### config.mk
export PLATFORM = sky130hd
export DESIGN_NAME = i2c_byte_ctrl
export DESIGN_NICKNAME = d
export VERILOG_FILES = /design/src/rtl/i2c_byte_ctrl.sv
export SDC_FILE = /design/constraint.sdc
export NUM_CORES = 1
export LEC_CHECK = 0
export ABC_AREA = 1
export CAP_MARGIN = 15
export CORE_MARGIN = 3
export CORE_UTILIZATION = 55
export DETAILED_ROUTE_END_ITERATION = 7
export DONT_BUFFER_PORTS = 1
export GPL_ROUTABILITY_DRIVEN = 0
export PLACE_DENSITY = 0.84
export SLEW_MARGIN = 5
export SYNTH_ARGS = -nofsm -noshare
export SYNTH_HDL_FRONTEND = slang
export SYNTH_SLANG_ARGS = --single-unit
### constraint.sdc
create_clock -name clk -period 1.4 [get_ports clk]
set_input_delay 0.14 -clock clk [delete_from_list [all_inputs] [get_ports clk]]
set_output_delay 0.14 -clock clk [all_outputs]
set_load 0.005 [all_outputs]
### src/rtl/i2c_byte_ctrl.sv
// i2c_byte_ctrl: byte-level master sequencer that turns one request into PHY bit commands.
// Ports: req_* request handshake and fields, done/rx_data/rx_ack/al_o results, busy status,
//        phy_cmd/phy_din towards the bit PHY, phy_ack/phy_dout/phy_al back from it.
// Each PHY command is held until phy_ack; the cycle after an ack always drives NOP, so the PHY
// never sees a stale command, and the next command of the byte is issued one cycle later.
module i2c_byte_ctrl (
    input  logic       clk,
    input  logic       rst,
    input  logic       req_valid,
    output logic       req_ready,
    input  logic       req_start,
    input  logic       req_write,
    input  logic       req_read,
    input  logic       req_stop,
    input  logic       req_nack,
    input  logic [7:0] req_wdata,
    output logic       done,
    output logic [7:0] rx_data,
    output logic       rx_ack,
    output logic       al_o,
    output logic       busy,
    output logic [3:0] phy_cmd,
    output logic       phy_din,
    input  logic       phy_ack,
    input  logic       phy_dout,
    input  logic       phy_al
);

    localparam logic [3:0] CMD_NOP   = 4'h0;
    localparam logic [3:0] CMD_START = 4'h1;
    localparam logic [3:0] CMD_STOP  = 4'h2;
    localparam logic [3:0] CMD_WRITE = 4'h4;
    localparam logic [3:0] CMD_READ  = 4'h8;

    typedef enum logic [2:0] {
        S_IDLE,
        S_START,
        S_WRITE,
        S_READ,
        S_ACK,
        S_STOP
    } state_t;

    state_t     state;
    logic [2:0] bit_cnt;
    logic [7:0] shift;
    logic       l_read;
    logic       l_write;
    logic       l_stop;
    logic       l_nack;

    state_t     accept_state;
    state_t     post_start;

    // Next phase after START (or directly after accept): read wins over write.
    // S_IDLE here means "nothing left to do, finish".
    function automatic state_t byte_state(input logic rd, input logic wr, input logic st);
        if (rd)
            return S_READ;
        else if (wr)
            return S_WRITE;
        else if (st)
            return S_STOP;
        return S_IDLE;
    endfunction

    // Command for a state; the ACK bit is a READ after a write and a WRITE after a read.
    function automatic logic [3:0] cmd_for(input state_t s, input logic rd);
        case (s)
            S_START: return CMD_START;
            S_WRITE: return CMD_WRITE;
            S_READ:  return CMD_READ;
            S_ACK:   return rd ? CMD_WRITE : CMD_READ;
            S_STOP:  return CMD_STOP;
            default: return CMD_NOP;
        endcase
    endfunction

    // Data bit for a state; idle-high whenever the command does not drive SDA.
    function automatic logic din_for(input state_t s, input logic rd, input logic nack,
                                     input logic msb);
        case (s)
            S_WRITE: return msb;
            S_ACK:   return rd ? nack : 1'b1;
            default: return 1'b1;
        endcase
    endfunction

    assign accept_state = req_start ? S_START : byte_state(req_read, req_write, req_stop);
    assign post_start   = byte_state(l_read, l_write, l_stop);
    assign busy         = ~req_ready;

    always_ff @(posedge clk) begin
        if (rst) begin
            state     <= S_IDLE;
            req_ready <= 1'b1;
            phy_cmd   <= CMD_NOP;
            phy_din   <= 1'b1;
            done      <= 1'b0;
            rx_data   <= 8'h00;
            rx_ack    <= 1'b1;
            al_o      <= 1'b0;
            bit_cnt   <= 3'd0;
            shift     <= 8'h00;
            l_read    <= 1'b0;
            l_write   <= 1'b0;
            l_stop    <= 1'b0;
            l_nack    <= 1'b0;
        end else begin
            done <= 1'b0;
            case (state)
                S_IDLE: begin
                    // req_ready stays low in the done cycle and rises one cycle later.
                    if (req_valid && req_ready) begin
                        req_ready <= 1'b0;
                        al_o      <= 1'b0;
                        l_read    <= req_read;
                        l_write   <= req_write & ~req_read;
                        l_stop    <= req_stop;
                        l_nack    <= req_nack;
                        shift     <= req_wdata;
                        bit_cnt   <= 3'd7;
                        state     <= accept_state;
                        phy_cmd   <= cmd_for(accept_state, req_read);
                        phy_din   <= din_for(accept_state, req_read, req_nack, req_wdata[7]);
                        if (accept_state == S_IDLE)
                            done <= 1'b1;
                    end else begin
                        req_ready <= 1'b1;
                    end
                end
                default: begin
                    if (phy_al) begin
                        // Arbitration lost: abandon the byte, results stay as they were.
                        state   <= S_IDLE;
                        phy_cmd <= CMD_NOP;
                        phy_din <= 1'b1;
                        done    <= 1'b1;
                        al_o    <= 1'b1;
                    end else if (phy_cmd == CMD_NOP) begin
                        // Gap cycle after an ack: issue the command for the current phase.
                        phy_cmd <= cmd_for(state, l_read);
                        phy_din <= din_for(state, l_read, l_nack, shift[7]);
                    end else if (phy_ack) begin
                        phy_cmd <= CMD_NOP;
                        phy_din <= 1'b1;
                        case (state)
                            S_START: begin
                                bit_cnt <= 3'd7;
                                if (post_start == S_IDLE) begin
                                    state <= S_IDLE;
                                    done  <= 1'b1;
                                end else begin
                                    state <= post_start;
                                end
                            end
                            S_WRITE, S_READ: begin
                                if (state == S_WRITE)
                                    shift <= {shift[6:0], 1'b0};
                                else
                                    shift <= {shift[6:0], phy_dout};
                                if (bit_cnt == 3'd0)
                                    state <= S_ACK;
                                else
                                    bit_cnt <= bit_cnt - 3'd1;
                            end
                            S_ACK: begin
                                // Results commit only once the ACK bit completes cleanly.
                                if (l_read)
                                    rx_data <= shift;
                                else
                                    rx_ack <= phy_dout;
                                if (l_stop) begin
                                    state <= S_STOP;
                                end else begin
                                    state <= S_IDLE;
                                    done  <= 1'b1;
                                end
                            end
                            default: begin
                                state <= S_IDLE;
                                done  <= 1'b1;
                            end
                        endcase
                    end
                end
            endcase
        end
    end

endmodule

After elaboration in Yosys (flattened, before gate mapping)

Index checks and enable logic that the tools add are counted.

Bitwise gates (word level): 7
Reduce and logical (&&, ||, !) cells: 21
Muxes and demuxes: 69
Add/subtract/negate cells: 1
Equal/unequal tests: 16

Operators by type and width:

| operator                                                         | count |
|---|---|
| 3-bit 2-to-1 mux                                                 | 23 |
| 8-bit 2-to-1 mux                                                 | 6 |
| 4-bit case mux with 5 select lines                               | 2 |
| 4-bit 2-to-1 mux                                                 | 7 |
| 1-bit 2-to-1 mux                                                 | 26 |
| 6-bit AND reduction                                              | 3 |
| 3-bit by 2-bit == test with 1-bit output (second input constant) | 4 |
| 3-bit == test (second input constant)                            | 4 |
| 3-bit zero test                                                  | 4 |
| 3-bit case mux with 3 select lines                               | 1 |
| 3-bit by 1-bit == test with 1-bit output (second input constant) | 2 |
| 1-bit NOT                                                        | 6 |
| 3-bit case mux with 2 select lines                               | 1 |
| 2-bit AND reduction                                              | 3 |
| 2-bit nonzero test                                               | 3 |
| 3-bit nonzero test                                               | 2 |
| 5-bit AND reduction                                              | 1 |
| 4-bit zero test                                                  | 1 |
| 2-bit by 1-bit != test with 1-bit output (second input constant) | 2 |
| 4-bit != test (second input constant)                            | 1 |
| 1-bit case mux with 2 select lines                               | 2 |
| 4-bit AND reduction                                              | 1 |
| 4-bit nonzero test                                               | 1 |
| 3-bit by 2-bit != test with 1-bit output (second input constant) | 1 |
| 7 further kinds                                                  | 7 |

Input port bits: 19
Register bits after elaboration: 35
Output and inout port bits: 18
Logic and storage cells: 128

Longest topological paths before layout

Word-level depth: 11
Depth in mapped cells: 10
Mapped depth without buffers: 10

Worst setup path before layout

OpenSTA, ideal clock, no wires.

Path type: register to register
From: register state[2]
To: register bit_cnt[2]
Required time: 1333 ps
Data arrival time: 1372 ps
Setup slack: -39 ps
Clock period less this slack: 1439 ps
Path buffers: 0
Cell stages (with the launch flop): 10
Setup time: 67 ps
Path through: dfxtp_1 inv_1 ha_1 inv_1 nand3_4 nand2_4 inv_1 nand2_2 nand2_1 a21oi_2

Word-level cells in the longest chain between the ends: 7
Elaborated cells between the ends (all ways): 17
Classes of those cells: 7 x eq/ne; 5 x mux; 5 x reduce/logical

RTL lines:

| item                                     | line | source |
|---|---|---|
| start: declaration                       | 44   | `state_t state;` |
| start signal: assignment                 | 123  | `state <= accept_state;` |
| start signal: assignment                 | 154  | `state <= post_start;` |
| 3-bit by 2-bit == test with 1-bit output | 147  | `case (state)` |
| 2-bit OR reduction                       | 147  |  |
| 3-bit case mux with 2 select lines       | 147  |  |
| 3-bit 2-to-1 mux                         | 144  | `end else if (phy_ack) begin` |
| 3-bit 2-to-1 mux                         | 140  | `end else if (phy_cmd == CMD_NOP) begin` |
| 3-bit 2-to-1 mux                         | 133  | `if (phy_al) begin` |
| 3-bit 2-to-1 mux                         | 111  | `case (state)` |
| end signal: assignment                   | 165  | `bit_cnt <= bit_cnt - 3'd1;` |
| end: declaration                         | 45   | `logic [2:0] bit_cnt;` |

Several ways; a longest one is shown, not always the timed one. The select of a mux whose other input is x is not followed.
A chain may end at the register's enable or synchronous reset.

Worst setup path after layout

From: register state[2]
To: register state[2]

Word-level cells in the longest chain between the ends: 7
Elaborated cells between the ends (all ways): 16
Classes of those cells: 7 x eq/ne; 5 x mux; 4 x reduce/logical

RTL lines:

| item                                     | line |
|---|---|
| 3-bit by 2-bit == test with 1-bit output | 147 |
| 2-bit OR reduction                       | 147 |
| 3-bit case mux with 3 select lines       | 147 |
| 3-bit 2-to-1 mux                         | 144 |
| 3-bit 2-to-1 mux                         | 140 |
| 3-bit 2-to-1 mux                         | 133 |
| 3-bit 2-to-1 mux                         | 111 |

Several ways; a longest one is shown, not always the timed one. The select of a mux whose other input is x is not followed.

==> results.md <==
- Fin crit period: ~1.4 ns
- Final Util: 72.6%
- Synth Instances: roughly 290
- Crit-path slowest cell: dfxtp_4
- DRC errors left: 0
- Ys async rst share: 0%
- Worst EP required: 1.67 ns
- Initial antenna violation count: 0
- First-pass GRT wire length: 8340 um
- Port Buf Inserts: 0
- Synth unique cells: 28
- GRT Util Overall: around 25%
- Worst slew pin tran: 0.588 ns
- Pre-antenna DRT Iters: 5
- Number of max-cap violations: 0
- # rows: 21
- Post-Syn Area per Cell: ~7 um^2
- Net switching power: around 3100 uW
- R2r endpoint: state[2]$_SDFFE_PP0P_
- Core area: 3420 um^2
- Area of the multi-input gates: between 1000 and 1500 um^2
- RSZ-0062 raised after global routing: yes
- Number of routed nets with antenna violations: 0
- CTS max path bufs: 2
- Hold WC Path Type: input pin to register
- Crit path largest cell delay: approximately 0.4 ns
- ANT cells: 0
- Syn_nets: approximately 310
- Status: complete, but fails checks
- Crit share post-route: 103%
- Min Hold Slack: -0.0258 ns
- GRT overflow: 0
- Largest net degree at the start of global routing: 21
- Placed cell area: 2180 um^2
- Hold wc startpoint: req_write
- Initial Utilization: between 50 and 60%
- Most common cell after layout, fill and taps aside: nand2_1
- Pwr dens: 2520 nW/um^2
- Non-Filler Instances: 370
- H-tree depth: 2
- Most frequent CP cell: nor2_1
- Peak Freq: between 0.6 and 0.7 GHz
- Post-synth top flop: dfxtp_1
- Post-synthesis sequential area ratio: a little over a third
- Worst skew pair latency: 0.36 ns
- Clock slew at reported path FFs: around 0.12 ns
- Placed Instances: around 350
- Combinational group share of total power: 66.0%
- Register area: 709 um^2
- Total power: 6260 uW
- Bufs and invs on worst path: 2
- Final setup fails: 14
- Mapped cell area: 2000 um^2
- Worst path arrival time: about 1.7 ns
- Post-synth EDFFs: 0
- Final Cell Area: 2480 um^2
- Setup TNS: -0.226 ns
- Initial drt markers: roughly 230
- Net Sw Frac: between 40% and 50%
- CP max FO: 5
- Worst setup EP type: register
- Failing checks: hold timing, setup timing
- Ys Warns: 0
- Final HPWL DP: roughly 3600 um
- Vias per std cell: 5.61
- Synth Register Bits: 35
- Setup crit start kind: register
- Vias: 2075
- Fill count: roughly 260
- Die Wd: 66.3 um
- WL final: about 5700 um
- Worst reg2reg path startpoint: state[2]$_SDFFE_PP0P_
- Area grow syn2layout: 24.2%
- Die area: approximately 4400 um^2
- CTS root buf: clkbuf_4
- Hold Path End: l_write$_SDFFE_PP0P_
- Internal power: ~3200 uW
- Pleak: between 0.001 and 0.0015 uW
- WS Path Type: register to register
- Max Slew Vio Count: 0
- Total CTS buffers: 5
- Sequential power share: roughly 25%
- Final worst slack: -0.0403 ns
- Clock power frac: a little under a tenth
- R2r setup slk: -0.04 ns
- Die H: 66.3 um
- Register-to-Register Path Depth: 8
- Top Ports: 37
- Worst Skew: 0.0199 ns
- Peak VDD IR: approximately 1.5 mV
- Slew HR: between 60% and 70%
- Final nets: 346
- Crit path cell chain: nor2_4 -> nand2_4 -> buf_6 -> buf_4 -> nand3_1 -> nor2_1 -> nor2_1 -> nor2_1
- Final Hold Viols: 1
- Most frequent cells in the layout: nand2_1 (59), nor2_1 (35), dfxtp_1 (32)
- Share of post-route cells with drive strength above 1: roughly a quarter
- WL/cell: about 15 um
- CTS Sinks: 35
- Vias in the first global route: between 1500 and 2000
- CTS tree: done
- Hold Path Stages: 2
- Critical path's top delay family: simple AND/OR/NAND/NOR gates
synthesized netlist by cell type (4+ instances only):
cell / instances / area, um^2
nand2_1: 64 / 240
nor2_1: 40 / 150
dfxtp_1: 35 / 701
inv_1: 34 / 128
nand3_1: 25 / 125
a21oi_1: 24 / 120
o21ai_0: 24 / 120
o21ai_1: 5 / 25.0
ha_1: 4 / 50.1
nand2_2: 4 / 25.0
flip-flops by register name, summed over array words and instances (netlist names), 3 cells and up:
signal and flops:
state 3, shift 8, phy_cmd 4, rx_data 8
bit_cnt 3
through the flow:
step	setup slack, ns	hold slack (ns)
after detailed placement	-0.0754	0.208
after global placement	-0.0351	0.206
after global routing	-0.118	0.00306
after floorplan	0.0107	0.209
after CTS	0.00348	0.00823
final	-0.0403	-0.0258
worst max-delay path by stage:
| stage | start | endpoint | slack, ns | cells past startpoint |
|---|---|---|---|---|
| final | state[2]$_SDFFE_PP0P_ | state[2]$_SDFFE_PP0P_ | -0.04 | 8 |
| after global routing | state[2]$_SDFFE_PP0P_ | shift[4]$_SDFFE_PP0P_ | -0.12 | 7 |
| after CTS | state[0]$_SDFFE_PP0P_ | shift[1]$_SDFFE_PP0P_ | 0.003 | 7 |
| after detailed placement | state[2]$_SDFFE_PP0P_ | rx_data[1]$_SDFFE_PP0P_ | -0.08 | 7 |
| after global placement | state[2]$_SDFFE_PP0P_ | state[2]$_SDFFE_PP0P_ | -0.04 | 9 |
| after floorplan | state[2]$_SDFFE_PP0P_ | bit_cnt[2]$_SDFFE_PP0P_ | 0.01 | 9 |
logic make-up after synthesis:
family	after synthesis	synth area share [%]
XOR/XNOR	1	0.439
adder cells (fa/ha/maj)	4	2.51
buffers and inverters	44	10.2
AO/OA/AOI/OAI	60	16.5
AND/OR/NAND/NOR	147	35.3
flip-flops	35	35.1
area by class of cell:
class / instances / share of cell area [%]
multi-input combinational: 213 / 48.1
sequential: 35 / 28.6
timing repair buffer: 31 / 12.5
inverter: 37 / 6.40
tap: 46 / 2.32
clock buffer: 6 / 1.66
clock inverter: 2 / 0.504
routing by layer:
layer	up-vias	GRT usage (%)	share of wire (%)
met5	-	0	0
met4	0	14.0	4.0
met1	942	30.4	39
li1	1005	-	-
met2	106	40.3	48
met3	22	4.25	8.4
timing repair:
item	in CTS	in global routing
resized for setup	7	39
hold buffers	3	1
cloned	0	2
pin swaps	5	10
endpoints found under the setup margin	25	32
hold endpoints to repair	15	1
buffers inserted	3	2
power by group through the flow:
stage / combinational, uW / sequential [uW] / clock [uW]
2_1_floorplan: 2620 / 1520 / 0
3_3_place_gp: 3460 / 1520 / 0
3_5_place_dp: 3500 / 1530 / 0
4_1_cts: 3590 / 1530 / 549
5_1_grt: 4530 / 1590 / 610
6_report: 4130 / 1560 / 567
Power figures use the tool's default switching activity.
